==> src/rtl/id_ex_stage.sv <==
// ID/EX pipeline register with the load-use hazard detector for a 5-stage RV32I pipeline.
// Optional stall/flush performance counters are enabled by defining ID_EX_PERF_CNT_EN.
module id_ex_stage #(
  parameter int PC_W   = 9,
  parameter int DATA_W = 32
`ifdef ID_EX_PERF_CNT_EN
  ,
  parameter int CNT_W  = 32
`endif
) (
  input  logic              clk,
  input  logic              reset,
  input  logic              id_valid,
  input  logic [PC_W-1:0]   id_pc,
  input  logic [DATA_W-1:0] id_rd1,
  input  logic [DATA_W-1:0] id_rd2,
  input  logic [DATA_W-1:0] id_imm,
  input  logic [4:0]        id_rs1,
  input  logic [4:0]        id_rs2,
  input  logic [4:0]        id_rd,
  input  logic [2:0]        id_funct3,
  input  logic [6:0]        id_funct7,
  input  logic              ALUSrc,
  input  logic              MemtoReg,
  input  logic              RegWrite,
  input  logic              MemRead,
  input  logic              MemWrite,
  input  logic              Branch,
  input  logic [1:0]        ALUOp,
  input  logic              flush,
  output logic              ex_valid,
  output logic [PC_W-1:0]   ex_pc,
  output logic [DATA_W-1:0] ex_rd1,
  output logic [DATA_W-1:0] ex_rd2,
  output logic [DATA_W-1:0] ex_imm,
  output logic [4:0]        ex_rs1,
  output logic [4:0]        ex_rs2,
  output logic [4:0]        ex_rd,
  output logic [2:0]        ex_funct3,
  output logic [6:0]        ex_funct7,
  output logic              ex_ALUSrc,
  output logic              ex_MemtoReg,
  output logic              ex_RegWrite,
  output logic              ex_MemRead,
  output logic              ex_MemWrite,
  output logic              ex_Branch,
  output logic [1:0]        ex_ALUOp,
  output logic              hazard_stall
`ifdef ID_EX_PERF_CNT_EN
  ,
  output logic [CNT_W-1:0]  stall_cnt,
  output logic [CNT_W-1:0]  flush_cnt
`endif
);

  typedef struct packed {
    logic       alu_src;
    logic       mem_to_reg;
    logic       reg_write;
    logic       mem_read;
    logic       mem_write;
    logic       branch;
    logic [1:0] alu_op;
  } ctrl_t;

  typedef struct packed {
    logic [PC_W-1:0]   pc;
    logic [DATA_W-1:0] rd1;
    logic [DATA_W-1:0] rd2;
    logic [DATA_W-1:0] imm;
    logic [4:0]        rs1;
    logic [4:0]        rs2;
    logic [4:0]        rd;
    logic [2:0]        funct3;
    logic [6:0]        funct7;
  } payload_t;

  ctrl_t    id_ctrl;
  payload_t id_payload;

  logic     valid_q,   valid_d;
  ctrl_t    ctrl_q,    ctrl_d;
  payload_t payload_q, payload_d;

  logic uses_rs2;
  logic rs1_hit;
  logic rs2_hit;
  logic load_use;
  logic bubble;

  assign id_ctrl = '{
    alu_src:    ALUSrc,
    mem_to_reg: MemtoReg,
    reg_write:  RegWrite,
    mem_read:   MemRead,
    mem_write:  MemWrite,
    branch:     Branch,
    alu_op:     ALUOp
  };

  assign id_payload = '{
    pc:     id_pc,
    rd1:    id_rd1,
    rd2:    id_rd2,
    imm:    id_imm,
    rs1:    id_rs1,
    rs2:    id_rs2,
    rd:     id_rd,
    funct3: id_funct3,
    funct7: id_funct7
  };

  // rs2 is only a real source for R-type, branches and stores; I-type/loads reuse its bits.
  assign uses_rs2 = ~ALUSrc | MemWrite;
  assign rs1_hit  = (id_rs1 == payload_q.rd);
  assign rs2_hit  = (id_rs2 == payload_q.rd);

  assign load_use = valid_q & ctrl_q.mem_read & (payload_q.rd != 5'd0) & id_valid &
                    (rs1_hit | (uses_rs2 & rs2_hit));

  // A flush kills the consumer anyway, so holding PC/IF-ID for it would waste a cycle.
  assign hazard_stall = load_use & ~flush & ~reset;

  assign bubble = flush | load_use | ~id_valid;

  // NOTE: every always_comb output gets a default first so no path can infer a latch.
  always_comb begin
    valid_d   = 1'b0;
    ctrl_d    = '0;
    payload_d = payload_q;
    if (!bubble) begin
      valid_d   = 1'b1;
      ctrl_d    = id_ctrl;
      payload_d = id_payload;
    end
  end

  // NOTE: sequential state uses non-blocking assignments so all registers update together.
  always_ff @(posedge clk) begin
    if (reset) begin
      valid_q   <= 1'b0;
      ctrl_q    <= '0;
      payload_q <= '0;
    end else begin
      valid_q   <= valid_d;
      ctrl_q    <= ctrl_d;
      payload_q <= payload_d;
    end
  end

  assign ex_valid    = valid_q;
  assign ex_pc       = payload_q.pc;
  assign ex_rd1      = payload_q.rd1;
  assign ex_rd2      = payload_q.rd2;
  assign ex_imm      = payload_q.imm;
  assign ex_rs1      = payload_q.rs1;
  assign ex_rs2      = payload_q.rs2;
  assign ex_rd       = payload_q.rd;
  assign ex_funct3   = payload_q.funct3;
  assign ex_funct7   = payload_q.funct7;
  assign ex_ALUSrc   = ctrl_q.alu_src;
  assign ex_MemtoReg = ctrl_q.mem_to_reg;
  assign ex_RegWrite = ctrl_q.reg_write;
  assign ex_MemRead  = ctrl_q.mem_read;
  assign ex_MemWrite = ctrl_q.mem_write;
  assign ex_Branch   = ctrl_q.branch;
  assign ex_ALUOp    = ctrl_q.alu_op;

`ifdef ID_EX_PERF_CNT_EN
  localparam logic [CNT_W-1:0] CntOne = CNT_W'(1);

  logic [CNT_W-1:0] stall_cnt_q, stall_cnt_d;
  logic [CNT_W-1:0] flush_cnt_q, flush_cnt_d;

  // Counters saturate at all-ones so a long run never reports a small wrapped value.
  always_comb begin
    stall_cnt_d = stall_cnt_q;
    flush_cnt_d = flush_cnt_q;
    if (hazard_stall && (stall_cnt_q != '1)) begin
      stall_cnt_d = stall_cnt_q + CntOne;
    end
    if (flush && (flush_cnt_q != '1)) begin
      flush_cnt_d = flush_cnt_q + CntOne;
    end
  end

  always_ff @(posedge clk) begin
    if (reset) begin
      stall_cnt_q <= '0;
      flush_cnt_q <= '0;
    end else begin
      stall_cnt_q <= stall_cnt_d;
      flush_cnt_q <= flush_cnt_d;
    end
  end

  assign stall_cnt = stall_cnt_q;
  assign flush_cnt = flush_cnt_q;
`endif

endmodule

==> config.mk <==
export PLATFORM = sky130hd
export DESIGN_NAME = id_ex_stage
export DESIGN_NICKNAME = d
export VERILOG_FILES = /design/src/rtl/id_ex_stage.sv
export SDC_FILE = /design/constraint.sdc
export NUM_CORES = 1
export LEC_CHECK = 0
export BUFFER_PORTS_ARGS = -buffer_cell sky130_fd_sc_hd__buf_2
export CAP_MARGIN = 10
export CELL_PAD_IN_SITES_DETAIL_PLACEMENT = 1
export CELL_PAD_IN_SITES_GLOBAL_PLACEMENT = 1
export CORE_MARGIN = 3
export CORE_UTILIZATION = 38
export DETAILED_ROUTE_END_ITERATION = 10
export GPL_ROUTABILITY_DRIVEN = 1
export GPL_TIMING_DRIVEN = 0
export PLACE_DENSITY_LB_ADDON = 0.2
export SLEW_MARGIN = 0
export SYNTH_ARGS = -nofsm -noshare
export SYNTH_HDL_FRONTEND = slang
export SYNTH_SLANG_ARGS = --single-unit
export TNS_END_PERCENT = 50
==> constraint.sdc <==
create_clock -name clk -period 2.5 [get_ports clk]
set_input_delay 0.5 -clock clk [delete_from_list [all_inputs] [get_ports clk]]
set_output_delay 0.5 -clock clk [all_outputs]
set_load 0.02 [all_outputs]
== Word-level counts from Yosys, hierarchy flattened ==
Cells that the tools add are included.

* Register bits after elaboration: 139
* Bits of input ports: 142
* Output and inout port bits: 140
* Word-level logic and storage cells: 37

* Eq/ne operators: 2
* Muxes and demuxes: 1
* Bitwise operators: 15
* Reduce and logical (&&, ||, !) cells: 2

{| class="wikitable"
|+ Operators by type and width
! cell !! number
|-
| equality test 5 bit || 2
|-
| AND 1 bit || 7
|-
| nonzero test 5 bit || 1
|-
| inverter 1 bit || 4
|-
| bitwise OR 1 bit || 4
|-
| OR reduction 2 bit || 1
|-
| two-way mux 1 bit || 1
|}

== Depth between registers and ports, before layout ==
Gate-level depths: netlist of the first run.

* Depth in word-level cells: 8
* Depth in mapped cells: 8
* Mapped depth without buffers: 5

== Least setup slack after synthesis of the first run ==
Ideal clock, no wire load.

* Path kind: register to output
* Start point: reg payload_q (netlist bit ex_rd[3])
* End point: out hazard_stall
* Data arrival time: 2.063 ns
* Required time: 2.000 ns
* Setup slack: -0.063 ns
* Cell stages (with the launch flop): 9
* Path through: dfxtp_1 > xnor2_1 > nand4_1 > o22ai_1 > buf_2 > buf_2 > buf_2 > nand2_1 > nor3_1

* Cells in the longest elaborated chain, start to end: 6
* Elaborated cells on any way between the ends: 10

{| class="wikitable"
|+ RTL lines
! item !! line !! text
|-
| from (decl) || 83 || <nowiki>payload_t payload_q, payload_d;</nowiki>
|-
| from (signal assigned) || 147 || <nowiki>payload_q <= payload_d;</nowiki>
|-
| equality test 5 bit / nonzero test 5 bit (equally long branches) || 116, 118 ||
|-
| AND 1 bit (on tied branches) || 119, 118 ||
|-
| bitwise OR 1 bit / AND 1 bit (equally long branches) || 119, 118 ||
|-
| AND 1 bit (*) || 118 || <nowiki>assign load_use = valid_q & ctrl_q.mem_read & (payload_q.rd != 5'd0) & id_valid &</nowiki>
|-
| AND 1 bit (*) (2 in a row) || 122 || <nowiki>assign hazard_stall = load_use & ~flush & ~reset;</nowiki>
|-
| to (decl) || 48 || <nowiki>output logic hazard_stall</nowiki>
|}

Every way passes the cells marked *; elsewhere a longest branch is shown, timed or not.

== Worst setup path after layout of the first run ==
Ends and elaborated chain as after synthesis.

==> results of run 1 <==
==> synth_stat cells, drive strengths merged <==
master	n
nor3b	255
dfxtp	139
nand2	132
a32oi	130
mux2i	130
clkbuf	69
buf	46
xnor2	10
and2	8
and3	6
inv	3
o21ai	2
a211oi	1
nand2b	1
nand3	1
nand4	1
nor3	1
o22ai	1
or4	1
==> what timing repair did <==
action                     in CTS  in global routing
buffers inserted                2                  4
resized for setup              18                 11
setup endpoints to repair       1                  1
gates cloned                    0                  0
pin swaps                       0                  2
==> logic make-up (layout without fill, tap and decap cells) <==
logic type / after synthesis / count (layout) / synth area share
AO/OA/AOI/OAI: 134 / 134 / 0.140
XOR/XNOR: 10 / 10 / 0.0104
buffers and inverters: 118 / 434 / 0.0634
flip-flops: 139 / 139 / 0.331
multiplexers: 130 / 130 / 0.155
other: 0 / 3 / 0
AND/OR/NAND/NOR: 406 / 406 / 0.301
==> power by group <==
part | total (µW) | internal, µW | switching, µW
clock network | 2880 | 1850 | 1030
logic | 1340 | 534 | 804
registers | 2570 | 2410 | 156
total | 6790 | 4790 | 1990
==> path summary, 6_finish.rpt <==
path	from	depth (start not counted)	slack, ns	end
max	ex_rd[3]	8	0.08	hazard_stall
min	RegWrite	2	0.27	ex_RegWrite
max reg2reg	ex_rd[4]	8	0.34	ex_imm[7]
min reg2reg	ex_imm[12]	2	0.52	ex_imm[12]
==> routing by layer <==
metal,vias up,track usage,wire length (µm)
met5,-,0,13
met4,2,0.0799,638
met3,50,0.0540,1940
met2,288,0.414,15200
met1,4344,0.322,13800
li1,4140,-,-
==> sequential cells by signal, indices dropped and copies added (netlist names) <==
register,cells
ex_imm,32
ex_rd1,32
ex_rd2,32
ex_pc,9
ex_funct7,7
ex_rd,5
ex_rs1,5
ex_rs2,5
ex_funct3,3
ex_ALUOp,2
ex_ALUSrc,1
ex_Branch,1
ex_MemRead,1
ex_MemWrite,1
ex_MemtoReg,1
ex_RegWrite,1
ex_valid,1
==> critical path: stages (launching register included) <==
cell and delay, ns:
dfxtp_4 0.37, xnor2_1 0.17, nand4_1 0.14, o22ai_2 0.18, buf_6 0.21, buf_12 0.11
nand2_1 0.05, nor3_2 0.10, buf_4 0.17
==> stage by stage <==
step                setup TNS (ns)   util  hold slack, ns  setup slack (ns)  instance area [µm²]
floorplan                        0      -           0.622            0.0940                 8420
finish                           0  0.513           0.270            0.0801                11000
CTS                              0  0.510           0.256            0.0148                10900
detailed placement          -16.82  0.476           0.506            -0.402                10200
global route               -0.0520  0.513           0.270           -0.0520                10900
global placement            -13.11  0.476           0.493            -0.408                10200
==> final cells by class <==
cell class | count | area (µm²) | area share
tap | 275 | 344 | 0.0314
antenna | 3 | 7.51 | 0.000685
inverter | 3 | 11.3 | 0.00103
sequential | 139 | 2800 | 0.256
clock buffer | 21 | 470 | 0.0430
multi-input combinational | 680 | 5140 | 0.469
timing repair buffer | 286 | 1450 | 0.132
clock inverter | 10 | 189 | 0.0173
buffer | 114 | 539 | 0.0492
==> impl_metrics.tcl, run 1 <==
set metrics [dict create \
    max_freq_ghz 0.413 \
    powerDensity_nw_per_um2 620 \
    synth_warnings 0 \
    commonest_non_fill_non_tap_cells_in_the_layout "buf_2, nor3b_1, dfxtp_1" \
    timing.max_cap.violations 0 \
    gpl.final_weighted_congestion 0.792 \
    core-area_um2 21400 \
    fillCellCount 2597 \
    finalHoldViolations 0 \
    most_area_consuming_cells_after_synthesis "dfxtp_1, nor3b_1, mux2i_1" \
    synthesis.nets 1079 \
    timing.critical_path.fanout_max 11 \
    drc 0 \
    ir_worst_vdd_uv 433 \
    place.detailed.hpwl_um 22300 \
    timing.max_slew.rel_slack 0.361 \
    seq_area_frac_synth 0.331 \
    number_of_buffers_inserted_during_clock_tree_synthesis 17 \
    mostFrequentLayoutCell "buf_2" \
    netlist_instances 937 \
    drt_iter0_drc 387 \
    crit_arrival_ns 1.92 \
    dr.pass1.iters 5 \
    cts_hold_buf 0 \
    cts_tree "built" \
    routed_wire_length_per_instance_um 20.6 \
    drive_gt1_frac 0.299 \
    cts-htree-levels 4 \
    fp.dieH_um 155 \
    nNetsFinal 1383 \
    synth.ff_latch_count 139 \
    clkTransAtPathRegs_ns 0.06 \
    cts.sink_count 139 \
    total_global_route_track_usage 0.249 \
    timing.final.setup_violations 0 \
    ios 282 \
    synth.avg_cell_area_um2 8.98 \
    fp.dieW_um 155 \
    slew_viol_final 0 \
    wl_um 31600 \
    outcome "complete, no violations" \
    row_count 53 \
    fin_crit_sh 0.968 \
    number_of_global_route_vias_before_repair 8906 \
    criticalPathCategory "reg2out" \
    route.detailed.vias_per_inst 5.76 \
    clockRootBuffer "clkbuf_16" \
    areaGrowthSynthToFinish_pct 30.2 \
    synth.lib_cells_used.distinct 23 \
    finalPower_uw 6790 \
    grt-ovfl-total 0 \
    starting_utilization_of_the_core_area 0.394 \
    final_cell_count_no_fill 1531 \
    clock_tree.buffer_depth 2 \
    fin_worst_skew_ns 0.0129 \
    crit_path_time_final_ns 2.42 \
    fp.dieArea_um2 24000 \
    synth_top_cell_area_share 0.331 \
    placed_cells 1492 \
    total_leakage_power_uw 0.00448 \
    critPathCaptureType "output port" \
    hold_path.class "in2reg" \
    via_count 8824 \
    drtAntennaViolNets 0 \
    place.port_buffers 280 \
    synth_top_cell_by_area "dfxtp_1" \
    post_synth_instance_area_um2 8410 \
    grt_start_max_net_pins 17 \
    crit_required_ns 2.00 \
    worstMarginPinSlew_ns 0.959 \
    antenna_found_initial 2 \
    grt_first_pass_wirelength_um 48300 \
    clock_insertion_delay_worst_skew_ns 0.43 \
    type_of_element_launching_the_critical_path "flop" \
]
Power figures use the tool's default switching activity.
==> inputs of run 2 (changes only) <==
--- a/config.mk
+++ b/config.mk
@@ -9,8 +9,8 @@
 export CAP_MARGIN = 10
 export CELL_PAD_IN_SITES_DETAIL_PLACEMENT = 1
 export CELL_PAD_IN_SITES_GLOBAL_PLACEMENT = 1
-export CORE_MARGIN = 3
-export CORE_UTILIZATION = 38
+export CORE_MARGIN = 2
+export CORE_UTILIZATION = 41
 export DETAILED_ROUTE_END_ITERATION = 10
 export GPL_ROUTABILITY_DRIVEN = 1
 export GPL_TIMING_DRIVEN = 0
==> constraint.sdc (replaced) <==
create_clock -name clk -period 3 [get_ports clk]
set_input_delay 0.6 -clock clk [delete_from_list [all_inputs] [get_ports clk]]
set_output_delay 0.6 -clock clk [all_outputs]
set_load 0.02 [all_outputs]
==> run 2 against run 1 <==
Clock-buffer cell count stayed put. Largest cell class unchanged. Routed wire length is 4.6% lower. Combinational power is 19% lower. Via count is 0.12% lower. Cell count is 0.52% lower. Largest power group unchanged.
==> impl_metrics.tcl, run 2 (synthesis gave the netlist of run 1 again) <==
set metrics [dict create \
    max_freq_ghz 0.359 \
    criticalPathCategory "reg2out" \
    grt_first_pass_wirelength_um 47000 \
    worst-r2r-setup-slack_ns 0.90 \
    total_leakage_power_uw 0.00440 \
    routed_wire_length_per_instance_um 19.8 \
    type_of_element_launching_the_critical_path "flop" \
    place.port_buffers 280 \
    placed_cell_area_um2 10100 \
    rsz0062_at_grt "no" \
    timing.max_slew.rel_slack 0.437 \
    cts-htree-levels 4 \
    timing.max_cap.violations 0 \
    fin_worst_skew_ns 0.0121 \
    crit_required_ns 2.40 \
    critPathTopFamily "buffers and inverters" \
    drt_iter0_drc 428 \
    timing.final.setup_violations 0 \
    wl_um 30100 \
    clkTransAtPathRegs_ns 0.06 \
    critPathCaptureType "output port" \
    fp.dieArea_um2 21700 \
    worst-r2r-cell-count 7 \
    placed_cells 1487 \
    fp.dieW_um 147 \
    total_global_route_track_usage 0.270 \
    outcome "complete, no violations" \
    fp.dieH_um 147 \
    dr.pass1.iters 5 \
    powerDensity_nw_per_um2 502 \
    slew_viol_final 0 \
    clock_insertion_delay_worst_skew_ns 0.43 \
    critical-path-slowest-cell "dfxtp_2" \
    ios 282 \
    drtAntennaViolNets 0 \
    finished_layout_cell_area_um2 10800 \
    mostFrequentLayoutCell "buf_2" \
    grt_start_max_net_pins 17 \
    cts.sink_count 139 \
    hold_depth 2 \
    crit_arrival_ns 2.18 \
    worstHoldStart "MemtoReg" \
    place.detailed.hpwl_um 21500 \
    timing.critical_path.fanout_max 10 \
    starting_utilization_of_the_core_area 0.417 \
    cts_tree "built" \
    cells_along_the_critical_path "xnor2_1, nand4_1, o22ai_1, buf_4, buf_6, buf_6, nand2_1, nor3_1, buf_4" \
    route.detailed.vias_per_inst 5.79 \
    gpl.final_weighted_congestion 0.784 \
    final_cell_count_no_fill 1523 \
    grt-ovfl-total 0 \
    cts_hold_buf 0 \
    drc 0 \
    drive_gt1_frac 0.290 \
    critical-path-max-stage-delay_ns 0.41 \
    core-area_um2 20200 \
    antenna_found_initial 4 \
    fin_crit_sh 0.927 \
    row_count 52 \
    clockRootBuffer "clkbuf_16" \
    finalHoldViolations 0 \
    clock_tree.buffer_depth 2 \
    capture_instance_of_the_worst_register_to_register_path "ex_rd2[7]" \
    crit-reg2reg-launch "ex_rd[4]" \
    hold_path.class "in2reg" \
    crit_path_time_final_ns 2.78 \
    number_of_global_route_vias_before_repair 8828 \
    worstMarginPinSlew_ns 0.844 \
    ir_worst_vdd_uv 381 \
    via_count 8813 \
    hold-path-endpoint "ex_MemtoReg" \
    nNetsFinal 1378 \
    commonest_non_fill_non_tap_cells_in_the_layout "buf_2, nor3b_1, dfxtp_1" \
    cp.buffers_inverters 4 \
    number_of_buffers_inserted_during_clock_tree_synthesis 17 \
    final.hold.worst_slack_ns 0.377 \
    areaGrowthSynthToFinish_pct 28.3 \
]
-- run 2: report_power, final --
part | switching (µW) | leakage (µW) | internal [µW]
Combinational | 655 | 0.00296 | 432
Sequential | 129 | 0.00115 | 2010
Clock | 838 | 0.000290 | 1350
Total | 1620 | 0.00440 | 3790
-- run 2: worst reg2reg max path, cell delays in order (launching register included) --
cell and delay (ns):
dfxtp_2 0.36, or4_1 0.56, o21ai_2 0.21, buf_4 0.28, buf_4 0.23, nor3b_1 0.07
mux2i_1 0.22, nand2_1 0.08
-- run 2: per-layer routing --
| metal | global-route usage | vias to the layer above | wire, µm |
|---|---|---|---|
| li1 | - | 4146 | - |
| met4 | 0.0875 | 0 | 588 |
| met2 | 0.448 | 283 | 14400 |
| met5 | 0 | - | 0 |
| met1 | 0.349 | 4348 | 13200 |
| met3 | 0.0587 | 36 | 1970 |
-- run 2: worst max-delay path by stage --
| stage | start | end | slack (ns) | cells past startpoint |
|---|---|---|---|---|
| floorplan | id_rs2[3] | hazard_stall | 0.30 | 8 |
| global placement | id_rs2[4] | hazard_stall | -0.12 | 10 |
| detailed placement | id_rs2[4] | hazard_stall | -0.12 | 10 |
| CTS | ex_rd[3] | hazard_stall | 0.04 | 9 |
| global route | ex_rd[2] | hazard_stall | 0.02 | 9 |
| finish | ex_rd[3] | hazard_stall | 0.22 | 9 |
-- run 2: final cells by class --
cell class | instances | area [µm²]
Clock buffer | 21 | 460
Sequential cell | 139 | 2790
Inverter | 3 | 11.3
Antenna cell | 5 | 12.5
Clock inverter | 10 | 141
Timing Repair Buffer | 280 | 1400
Tap cell | 270 | 338
Multi-Input combinational cell | 680 | 5090
Buffer | 115 | 537
Fill cell | 2498 | 9380
-- run 2: what timing repair did --
item / 4_1_cts / 5_1_grt
endpoints found under the setup margin: 1 / 1
setup buffers: 0 / 0
pin swaps: 0 / 0
resized for setup: 8 / 4
-- run 2: stage by stage --
stage                util  power (µW)  setup TNS [ns]  setup WS (ns)
finish              0.535        5410               0          0.218
global route        0.534        5620               0         0.0152
CTS                 0.534        5450               0         0.0398
detailed placement  0.503        3260          -0.117         -0.117
global placement    0.503        3230          -0.119         -0.119
floorplan               -        2830               0          0.301
==> inputs of run 3 (changes only) <==
--- a/config.mk
+++ b/config.mk
@@ -15,6 +15,7 @@
 export GPL_ROUTABILITY_DRIVEN = 1
 export GPL_TIMING_DRIVEN = 0
 export PLACE_DENSITY_LB_ADDON = 0.2
+export REMOVE_ABC_BUFFERS = 1
 export SLEW_MARGIN = 0
 export SYNTH_ARGS = -nofsm -noshare
 export SYNTH_HDL_FRONTEND = slang
==> run 3 against run 2 <==
Via count down 7.2%. Combinational power barely moved. Routed wire length fell by 13%. Die area stayed put. Global-route usage down 3.5 points. Clock skew hardly changed. Flip-flop and latch count unchanged. Final area is 0.20% higher. Fmax is 3.7% lower. Clock power about the same. Hold slack better by 0.0010 ns. Critical path type unchanged.
==> impl_metrics.tcl, run 3 (synthesis gave the netlist of run 1 again) <==
set metrics [dict create \
    wl_met1_um 11600 \
    fp.dieArea_um2 21700 \
    timing.critical_path.fanout_max 23 \
    via_count 8177 \
    core-area_um2 20200 \
    row_count 52 \
    cp.buffers_inverters 4 \
    ir_worst_vdd_uv 392 \
    type_of_element_launching_the_critical_path "flop" \
    critPathTopFamily "simple AND/OR/NAND/NOR gates" \
    dr.max_layer_used "met5" \
    grt-ovfl-total 0 \
    clock_insertion_delay_worst_skew_ns 0.42 \
    final.hold.worst_slack_ns 0.378 \
    clock_tree.buffer_depth 2 \
    powerDensity_nw_per_um2 501 \
    rsz0062_at_grt "no" \
    cells_along_the_critical_path "or4_4, o21ai_4, buf_16, buf_16, inv_2, nand2_1, nor3_1, buf_2" \
    criticalPathCategory "reg2out" \
    starting_utilization_of_the_core_area 0.417 \
    dr.pass1.iters 4 \
    mostFrequentLayoutCell "buf_2" \
    timing.final.setup_violations 0 \
    total_global_route_track_usage 0.235 \
    worstMarginPinSlew_ns 0.808 \
    routed_wire_length_per_instance_um 18.3 \
    cts_tree "built" \
    place.port_buffers 281 \
    wl_um 26200 \
    ios 282 \
    place.detailed.hpwl_um 16600 \
    fin_crit_sh 0.963 \
    areaGrowthSynthToFinish_pct 28.5 \
    finalPower_uw 5420 \
    path_common_cell "buf_16" \
    fp.dieW_um 147 \
    met2_length_um 12500 \
    max_freq_ghz 0.346 \
    crit_path_time_final_ns 2.89 \
    clockRootBuffer "clkbuf_16" \
    finalHoldViolations 0 \
    finished_layout_cell_area_um2 10800 \
    number_of_buffers_inserted_during_clock_tree_synthesis 17 \
    cts.sink_count 139 \
    critical-path-slowest-cell "or4_4" \
    antenna_found_initial 5 \
    gpl.final_weighted_congestion 0.710 \
    drt_iter0_drc 473 \
    final_core_util 0.536 \
    timing.max_cap.violations 0 \
    drive_gt1_frac 0.297 \
    outcome "complete, no violations" \
    number_of_global_route_vias_before_repair 8216 \
    crit_arrival_ns 2.29 \
    finalSetupTns_ns 0 \
    grt_start_max_net_pins 137 \
    drtAntennaViolNets 0 \
    cts-htree-levels 4 \
    fp.dieH_um 147 \
    nNetsFinal 1288 \
    commonest_non_fill_non_tap_cells_in_the_layout "buf_2, nor3b_1, dfxtp_1" \
    placed_cell_area_um2 10100 \
    total_leakage_power_uw 0.00441 \
    critical-path-max-stage-delay_ns 0.58 \
    drc 0 \
    route.detailed.vias_per_inst 5.71 \
    critPathCaptureType "output port" \
    clkTransAtPathRegs_ns 0.06 \
    timing.max_slew.rel_slack 0.461 \
    fin_worst_skew_ns 0.0123 \
    crit_required_ns 2.40 \
    routed-wl-met3_um 1750 \
    cts_hold_buf 0 \
    slew_viol_final 0 \
    grt_first_pass_wirelength_um 42100 \
    hold_path.class "in2reg" \
]
-- run 3: report_power, final --
group          internal, µW  leakage (µW)  total, µW  switching (µW)
registers              2010       0.00115       2130             117
clock network          1340      0.000294       2200             861
logic                   454       0.00297       1090             638
total                  3800       0.00441       5420            1620
-- run 3: worst paths after layout --
check           start      endpoint  slack, ns  cells after the start
max          ex_rd[0]  hazard_stall       0.11                      8
min          RegWrite   ex_RegWrite       0.38                      2
max reg2reg  ex_rd[0]    ex_rd1[21]       0.52                      9
min reg2reg  ex_pc[1]      ex_pc[1]       0.51                      2
-- run 3: layout make-up --
cell class | count | area, µm²
multi-input cells | 681 | 5140
inverters | 3 | 16.3
well taps | 270 | 338
clock buffers | 19 | 443
clock inverters | 13 | 168
fillers | 2415 | 9360
diodes | 2 | 5.00
flip-flops and latches | 139 | 2780
repair buffers | 304 | 1920
-- run 3: worst reg2reg max path: cells and delay by family (launching register included) --
kind	cells	cell delay, ns
AOI/OAI and AO/OA	1	0.21
buffers and inverters	4	0.85
DFF	1	0.38
muxes	1	0.18
and+or+nand+nor	3	0.75
-- run 3: repair_timing --
action                                  4_1_cts  5_1_grt
gates resized for setup                       1        1
setup buffers                                 3        0
pin swaps                                     2        1
cloned                                        2        0
endpoints found under the setup margin        1        1
-- run 3: metal layers --
| metal | global-route usage | vias to the layer above |
|---|---|---|
| li1 | - | 3955 |
| met1 | 0.289 | 3982 |
| met2 | 0.397 | 202 |
| met3 | 0.0702 | 34 |
| met4 | 0.0716 | 4 |
| met5 | 0 | - |
-- run 3: through the flow --
stage	worst slack [ns]	instances
after floorplan	-8.46	822
after global placement	-12.56	1373
after detailed placement	-0.129	1392
after CTS	0.0276	1429
after global routing	0.00604	1430
final	0.112	1431
